===== config.mk =====
export PLATFORM = sky130hd
export DESIGN_NAME = addr_port_arbiter
export DESIGN_NICKNAME = d
export VERILOG_FILES = /design/src/rtl/addr_port_arb_pkg.sv /design/src/rtl/addr_port_rsp_tracker.sv /design/src/rtl/addr_port_arbiter.sv
export SDC_FILE = /design/constraint.sdc
export NUM_CORES = 1
export LEC_CHECK = 0
export BUFFER_PORTS_ARGS = -buffer_cell sky130_fd_sc_hd__buf_2
export CAP_MARGIN = 20
export CORE_AREA = 2 2 111 113
export DETAILED_ROUTE_END_ITERATION = 7
export DIE_AREA = 0 0 113 115
export PLACE_DENSITY = 0.67
export SYNTH_ARGS = -nofsm -noshare
export SYNTH_HDL_FRONTEND = slang
export SYNTH_SLANG_ARGS = --single-unit

===== constraint.sdc =====
create_clock -name clk -period 4.15 [get_ports clk]
set_input_delay 0.2075 -clock clk [delete_from_list [all_inputs] [get_ports clk]]
set_output_delay 0.2075 -clock clk [all_outputs]
set_load 0.05 [all_outputs]

===== src/rtl/addr_port_arb_pkg.sv =====
// Shared types and helpers for the addr_port_arbiter block.
// Optional grant statistics are enabled with ADDR_PORT_ARB_STATS_EN.
package addr_port_arb_pkg;

    typedef enum logic [1:0] {
        RUN   = 2'd0,
        DRAIN = 2'd1,
        DONE  = 2'd2
    } arb_state_e;

    localparam int CNT_W = 16;

    function automatic int id_width(input int n);
        return (n <= 1) ? 1 : $clog2(n);
    endfunction

    function automatic int rr_idx(input int base, input int k, input int n);
        return (base + k) % n;
    endfunction

endpackage


===== src/rtl/addr_port_rsp_tracker.sv =====
// Read-return tracker: a DEPTH-deep {valid,id} shift pipeline
// whose tail names the requester that owns the current mem_rdata.
module addr_port_rsp_tracker #(
    parameter int DEPTH = 2,
    parameter int IDW   = 2
) (
    input  logic           clk,
    input  logic           rst,
    input  logic           i_valid,
    input  logic [IDW-1:0] i_id,
    output logic           o_valid,
    output logic [IDW-1:0] o_id,
    output logic           o_empty
);

    logic           r_vld [DEPTH];
    logic [IDW-1:0] r_id  [DEPTH];
    logic           w_any;

    always_ff @(posedge clk) begin
        if (rst) begin
            for (int k = 0; k < DEPTH; k++) begin
                r_vld[k] <= 1'b0;
                r_id[k]  <= '0;
            end
        end else begin
            r_vld[0] <= i_valid;
            r_id[0]  <= i_id;
            for (int k = 1; k < DEPTH; k++) begin
                r_vld[k] <= r_vld[k-1];
                r_id[k]  <= r_id[k-1];
            end
        end
    end

    always_comb begin
        w_any = 1'b0;
        for (int k = 0; k < DEPTH; k++) begin
            w_any = w_any | r_vld[k];
        end
    end

    assign o_valid = r_vld[DEPTH-1];
    assign o_id    = r_id[DEPTH-1];
    assign o_empty = ~w_any;

endmodule


===== src/rtl/addr_port_arbiter.sv =====
// Round-robin arbiter sharing one single-port memory among NUM_REQ
// requesters, with flush/drain. Stats: ADDR_PORT_ARB_STATS_EN.
module addr_port_arbiter
    import addr_port_arb_pkg::*;
#(
    parameter int NUM_REQ    = 4,
    parameter int ADDR_WIDTH = 8,
    parameter int DATA_WIDTH = 32,
    parameter int RD_LATENCY = 2
) (
`ifdef ADDR_PORT_ARB_STATS_EN
    input  logic                          stats_clr,
    output logic [NUM_REQ*CNT_W-1:0]      grant_cnt,
`endif
    input  logic                          clk,
    input  logic                          rst,
    input  logic [NUM_REQ-1:0]            req_valid,
    output logic [NUM_REQ-1:0]            req_ready,
    input  logic [NUM_REQ-1:0]            req_we,
    input  logic [NUM_REQ*ADDR_WIDTH-1:0] req_addr,
    input  logic [NUM_REQ*DATA_WIDTH-1:0] req_wdata,
    output logic [NUM_REQ-1:0]            rsp_valid,
    output logic [DATA_WIDTH-1:0]         rsp_rdata,
    output logic                          mem_en,
    output logic                          mem_we,
    output logic [ADDR_WIDTH-1:0]         mem_addr,
    output logic [DATA_WIDTH-1:0]         mem_wdata,
    input  logic [DATA_WIDTH-1:0]         mem_rdata,
    input  logic                          flush_req,
    output logic                          flush_done
);

    localparam int IDW = id_width(NUM_REQ);

    arb_state_e             r_state;
    arb_state_e             w_state_nxt;
    logic [IDW-1:0]         r_ptr;
    logic [IDW-1:0]         r_id;
    logic [NUM_REQ-1:0]     w_gnt;
    logic [IDW-1:0]         w_gnt_id;
    logic                   w_acc;
    int                     w_j;
    logic                   r_mem_en;
    logic                   r_mem_we;
    logic [ADDR_WIDTH-1:0]  r_mem_addr;
    logic [DATA_WIDTH-1:0]  r_mem_wdata;
    logic                   w_trk_vld;
    logic [IDW-1:0]         w_trk_id;
    logic                   w_trk_empty;

    // First valid requester at or above the pointer, wrapping.
    always_comb begin
        w_gnt    = '0;
        w_gnt_id = '0;
        w_acc    = 1'b0;
        w_j      = 0;
        if (r_state == RUN) begin
            for (int k = 0; k < NUM_REQ; k++) begin
                w_j = rr_idx(int'(r_ptr), k, NUM_REQ);
                if (!w_acc && req_valid[w_j]) begin
                    w_acc      = 1'b1;
                    w_gnt[w_j] = 1'b1;
                    w_gnt_id   = IDW'(w_j);
                end
            end
        end
    end

    assign req_ready = w_gnt;

    always_ff @(posedge clk) begin
        if (rst) begin
            r_ptr       <= '0;
            r_id        <= '0;
            r_mem_en    <= 1'b0;
            r_mem_we    <= 1'b0;
            r_mem_addr  <= '0;
            r_mem_wdata <= '0;
        end else begin
            r_mem_en <= w_acc;
            if (w_acc) begin
                r_ptr       <= IDW'((int'(w_gnt_id) + 1) % NUM_REQ);
                r_id        <= w_gnt_id;
                r_mem_we    <= req_we[w_gnt_id];
                r_mem_addr  <= req_addr[int'(w_gnt_id)*ADDR_WIDTH +: ADDR_WIDTH];
                r_mem_wdata <= req_wdata[int'(w_gnt_id)*DATA_WIDTH +: DATA_WIDTH];
            end
        end
    end

    assign mem_en    = r_mem_en;
    assign mem_we    = r_mem_we;
    assign mem_addr  = r_mem_addr;
    assign mem_wdata = r_mem_wdata;

    addr_port_rsp_tracker #(
        .DEPTH (RD_LATENCY),
        .IDW   (IDW)
    ) u_trk (
        .clk     (clk),
        .rst     (rst),
        .i_valid (r_mem_en & ~r_mem_we),
        .i_id    (r_id),
        .o_valid (w_trk_vld),
        .o_id    (w_trk_id),
        .o_empty (w_trk_empty)
    );

    always_comb begin
        rsp_valid = '0;
        for (int i = 0; i < NUM_REQ; i++) begin
            rsp_valid[i] = w_trk_vld && (w_trk_id == IDW'(i));
        end
    end

    assign rsp_rdata = mem_rdata;

    always_ff @(posedge clk) begin
        if (rst) r_state <= RUN;
        else     r_state <= w_state_nxt;
    end

    // Drained once no read is in flight and nothing issues this cycle.
    always_comb begin
        w_state_nxt = r_state;
        flush_done  = 1'b0;
        unique case (r_state)
            RUN:   if (flush_req) w_state_nxt = DRAIN;
            DRAIN: if (w_trk_empty && !r_mem_en) w_state_nxt = DONE;
            DONE: begin
                w_state_nxt = RUN;
                flush_done  = 1'b1;
            end
            default: w_state_nxt = RUN;
        endcase
    end

`ifdef ADDR_PORT_ARB_STATS_EN
    logic [CNT_W-1:0] r_cnt [NUM_REQ];

    always_ff @(posedge clk) begin
        if (rst || stats_clr) begin
            for (int i = 0; i < NUM_REQ; i++) r_cnt[i] <= '0;
        end else begin
            for (int i = 0; i < NUM_REQ; i++) begin
                if (w_gnt[i] && (r_cnt[i] != '1)) r_cnt[i] <= r_cnt[i] + 1'b1;
            end
        end
    end

    for (genvar g = 0; g < NUM_REQ; g++) begin : g_cnt
        assign grant_cnt[g*CNT_W +: CNT_W] = r_cnt[g];
    end
`endif

endmodule


==> results.sh <==
export IMPL_max_freq_mhz=293
export IMPL_synth_common_cells="dfxtp_1, nand3_1, mux2i_1"
export IMPL_cts_hold_repair_buffers=0
export IMPL_maxSlewViolCount=0
export IMPL_syn_inst=415
export IMPL_num_vias=3903
export IMPL_drive_gt1_share_pct=45.8
export IMPL_top_usage_layer="met2"
export IMPL_start_util_pct=32.0
export IMPL_slowest_stage="dfxtp_1"
export IMPL_rsz0062_at_grt="false"
export IMPL_netlist_top_cells_area="dfxtp_1, mux2i_1, buf_4"
export IMPL_synth_avg_cell_area_sq_um=9.11
export IMPL_grt_use_met2_pct=31.3
export IMPL_grt_max_degree=53
export IMPL_hpwl_mm=9.16
export IMPL_maxCapViolations=0
export IMPL_synth_area_sq_um=3780
export IMPL_cts_root_buf="clkbuf_16"
export IMPL_violations="DRC"
export IMPL_cts_resized=0
export IMPL_place_gp_congestion=0.857
export IMPL_tritoncts="yes"
export IMPL_clk_pin_slew_ps=80
export IMPL_crit_family="compound AO/OA/AOI/OAI gates"
export IMPL_cp_start_kind="flop"
export IMPL_worstMarginPinSlew_ps=680
export IMPL_fin_nets=795
export IMPL_synth_top_area_cell="dfxtp_1"
export IMPL_fin_crit_ps=3420
export IMPL_ys_seq_area_share_pct=28.6
export IMPL_clk_latency_ps=300
export IMPL_finalSetupTns_ps=0
export IMPL_firstDrtPassIters=6
export IMPL_synth_fp_nets=626
export IMPL_post_cts_buffers=0
export IMPL_cts_sinks=54
export IMPL_syn2layout_area_growth_pct=29.5
export IMPL_ys_ff_latch=54
export IMPL_die_area_sq_um=13000
export IMPL_cp_end_kind="flop"
export IMPL_port_buffer_count=221
export IMPL_skew_ps=11.1
export IMPL_grt_antenna_before_repair=0
export IMPL_leakagePower_nw=2.20
export IMPL_diodes=0
export IMPL_hold_viol_final=0
export IMPL_grt_overflow=0
export IMPL_crit_path_max_incr_delay_ps=570
export IMPL_crit_required_ps=4350
export IMPL_grt_pass1_wl_mm=18.4
export IMPL_hp_class="input pin to flop"
export IMPL_setup_viol=0
export IMPL_final_period_utilization_pct=82.3
export IMPL_wire_per_inst_microns=16.3
export IMPL_met3_usage_pct=3.95
export IMPL_critPathBufInv=2
export IMPL_cts_buffers=5
export IMPL_path_class="flop to flop"
export IMPL_crit_chain="inv_1 > ha_1 > mux4_2 > nor3_1 > a221o_2 > buf_4 > nand3_1 > o2111ai_1"
export IMPL_detail_route_antenna_nets=0
export IMPL_synth_edff_count=0
export IMPL_routed_wl_mm=11.9
export IMPL_synth_top_area_share_pct=28.6
export IMPL_viasPerCell=5.33
export IMPL_cts_max_level=2
export IMPL_route_detailed_drc=11
export IMPL_die_height_microns=115
export IMPL_path_max_fanout=24
export IMPL_synth_warnings=0
export IMPL_core_sq_um=11800
export IMPL_drt_iter0_drc=179
export IMPL_arrival_ps=3610
export IMPL_gr_usage_met1_pct=20.1
export IMPL_ys_types=47
export IMPL_outcome="finished, violations left"
export IMPL_rows=40
export IMPL_slew_headroom_pct=54.7
export IMPL_p_per_area_nw_per_um2=797
export IMPL_die_w_microns=113
export IMPL_max_vdd_ir_drop_mv=0.320
export IMPL_max_clock_path_buffers=2
export IMPL_grtUsageTotal_pct=17.3
export IMPL_finalPower_mw=3.90
export IMPL_synthArstFlopShare_pct=0
export IMPL_grt_pass1_vias=3831
export IMPL_ys_flop_type="dfxtp_1"
export IMPL_ios=286
==> path summary, 6_finish.rpt <==
path                                  startpoint               end  slack (ps)  cells after the start
worst max-delay path                    r_ptr[1]     mem_wdata[25]         730                      8
worst min-delay path               req_wdata[41]      mem_wdata[9]         150                      3
worst max register to register          r_ptr[1]     mem_wdata[25]         730                      8
worst min register to register  u_trk.r_id[0][1]  u_trk.r_id[0][3]         450                      1
==> worst reg2reg max path, stage by stage, from the launching register on <==
cell       delay, ps
dfxtp_1          570
inv_1            220
ha_1             430
mux4_2           490
nor3_1           420
a221o_2          570
buf_4            380
nand3_1          130
o2111ai_1        120
==> registers in the layout, indices dropped and copies added (netlist names) <==
name,count
mem_wdata,32
r_ptr,2
mem_en,1
mem_we,1
mem_addr,8
u_trk.r_vld,2
r_id,2
r_state,2
u_trk.r_id,4
==> layout by cell type, fill, tap and decap left out, types with 7 or more instances in the layout <==
master and n:
dfxtp_1 54, nor2b_1 7, a311oi_1 15, nand3_1 54, mux2i_1 43, buf_2 221, a21boi_0 15, a2111oi_2 10
nand2_1 31, nor2_1 29, ha_1 8, buf_4 8, o2111ai_1 26
==> routing by layer <==
metal | vias to the layer above | share of wire [%]
met5 | - | 0
met4 | 0 | 2.4
met3 | 27 | 7.0
met2 | 165 | 52
met1 | 1833 | 38
li1 | 1878 | -
==> logic make-up (layout without fill, tap and decap cells) <==
| group | Yosys count | count (layout) | synth area share (%) |
|---|---|---|---|
| flip-flops | 54 | 54 | 28.6 |
| AO/OA/AOI/OAI | 95 | 95 | 24.6 |
| AND/OR/NAND/NOR | 140 | 140 | 18.1 |
| buffers and inverters | 70 | 240 | 12.0 |
| XOR/XNOR | 1 | 1 | 0.232 |
| adder cells (fa/ha/maj) | 8 | 8 | 2.65 |
| multiplexers | 47 | 47 | 13.8 |
==> cell type report <==
| class | count | area [sq um] |
|---|---|---|
| clock inverter | 2 | 38.8 |
| multi-input combinational | 291 | 2260 |
| inverter | 2 | 7.51 |
| timing repair buffer | 230 | 1190 |
| fill | 1176 | 6920 |
| tap | 147 | 184 |
| sequential | 54 | 1080 |
| clock buffer | 6 | 139 |
==> metrics by stage <==
step	worst slack (ps)	utilization [%]	cells	area (sq um)	hold slack (ps)
global placement	917	39.9	724	4720	415
CTS	773	41.4	732	4890	149
detailed placement	781	39.9	724	4720	415
finish	733	41.4	732	4890	150
floorplan	1340	-	415	3780	364
global route	481	41.4	732	4890	164
==> power breakdown <==
part           internal (mW)  switching (mW)
clock                  0.304           0.194
combinational          0.857            1.74
sequential             0.700           0.106
Power figures use the tool's default switching activity.
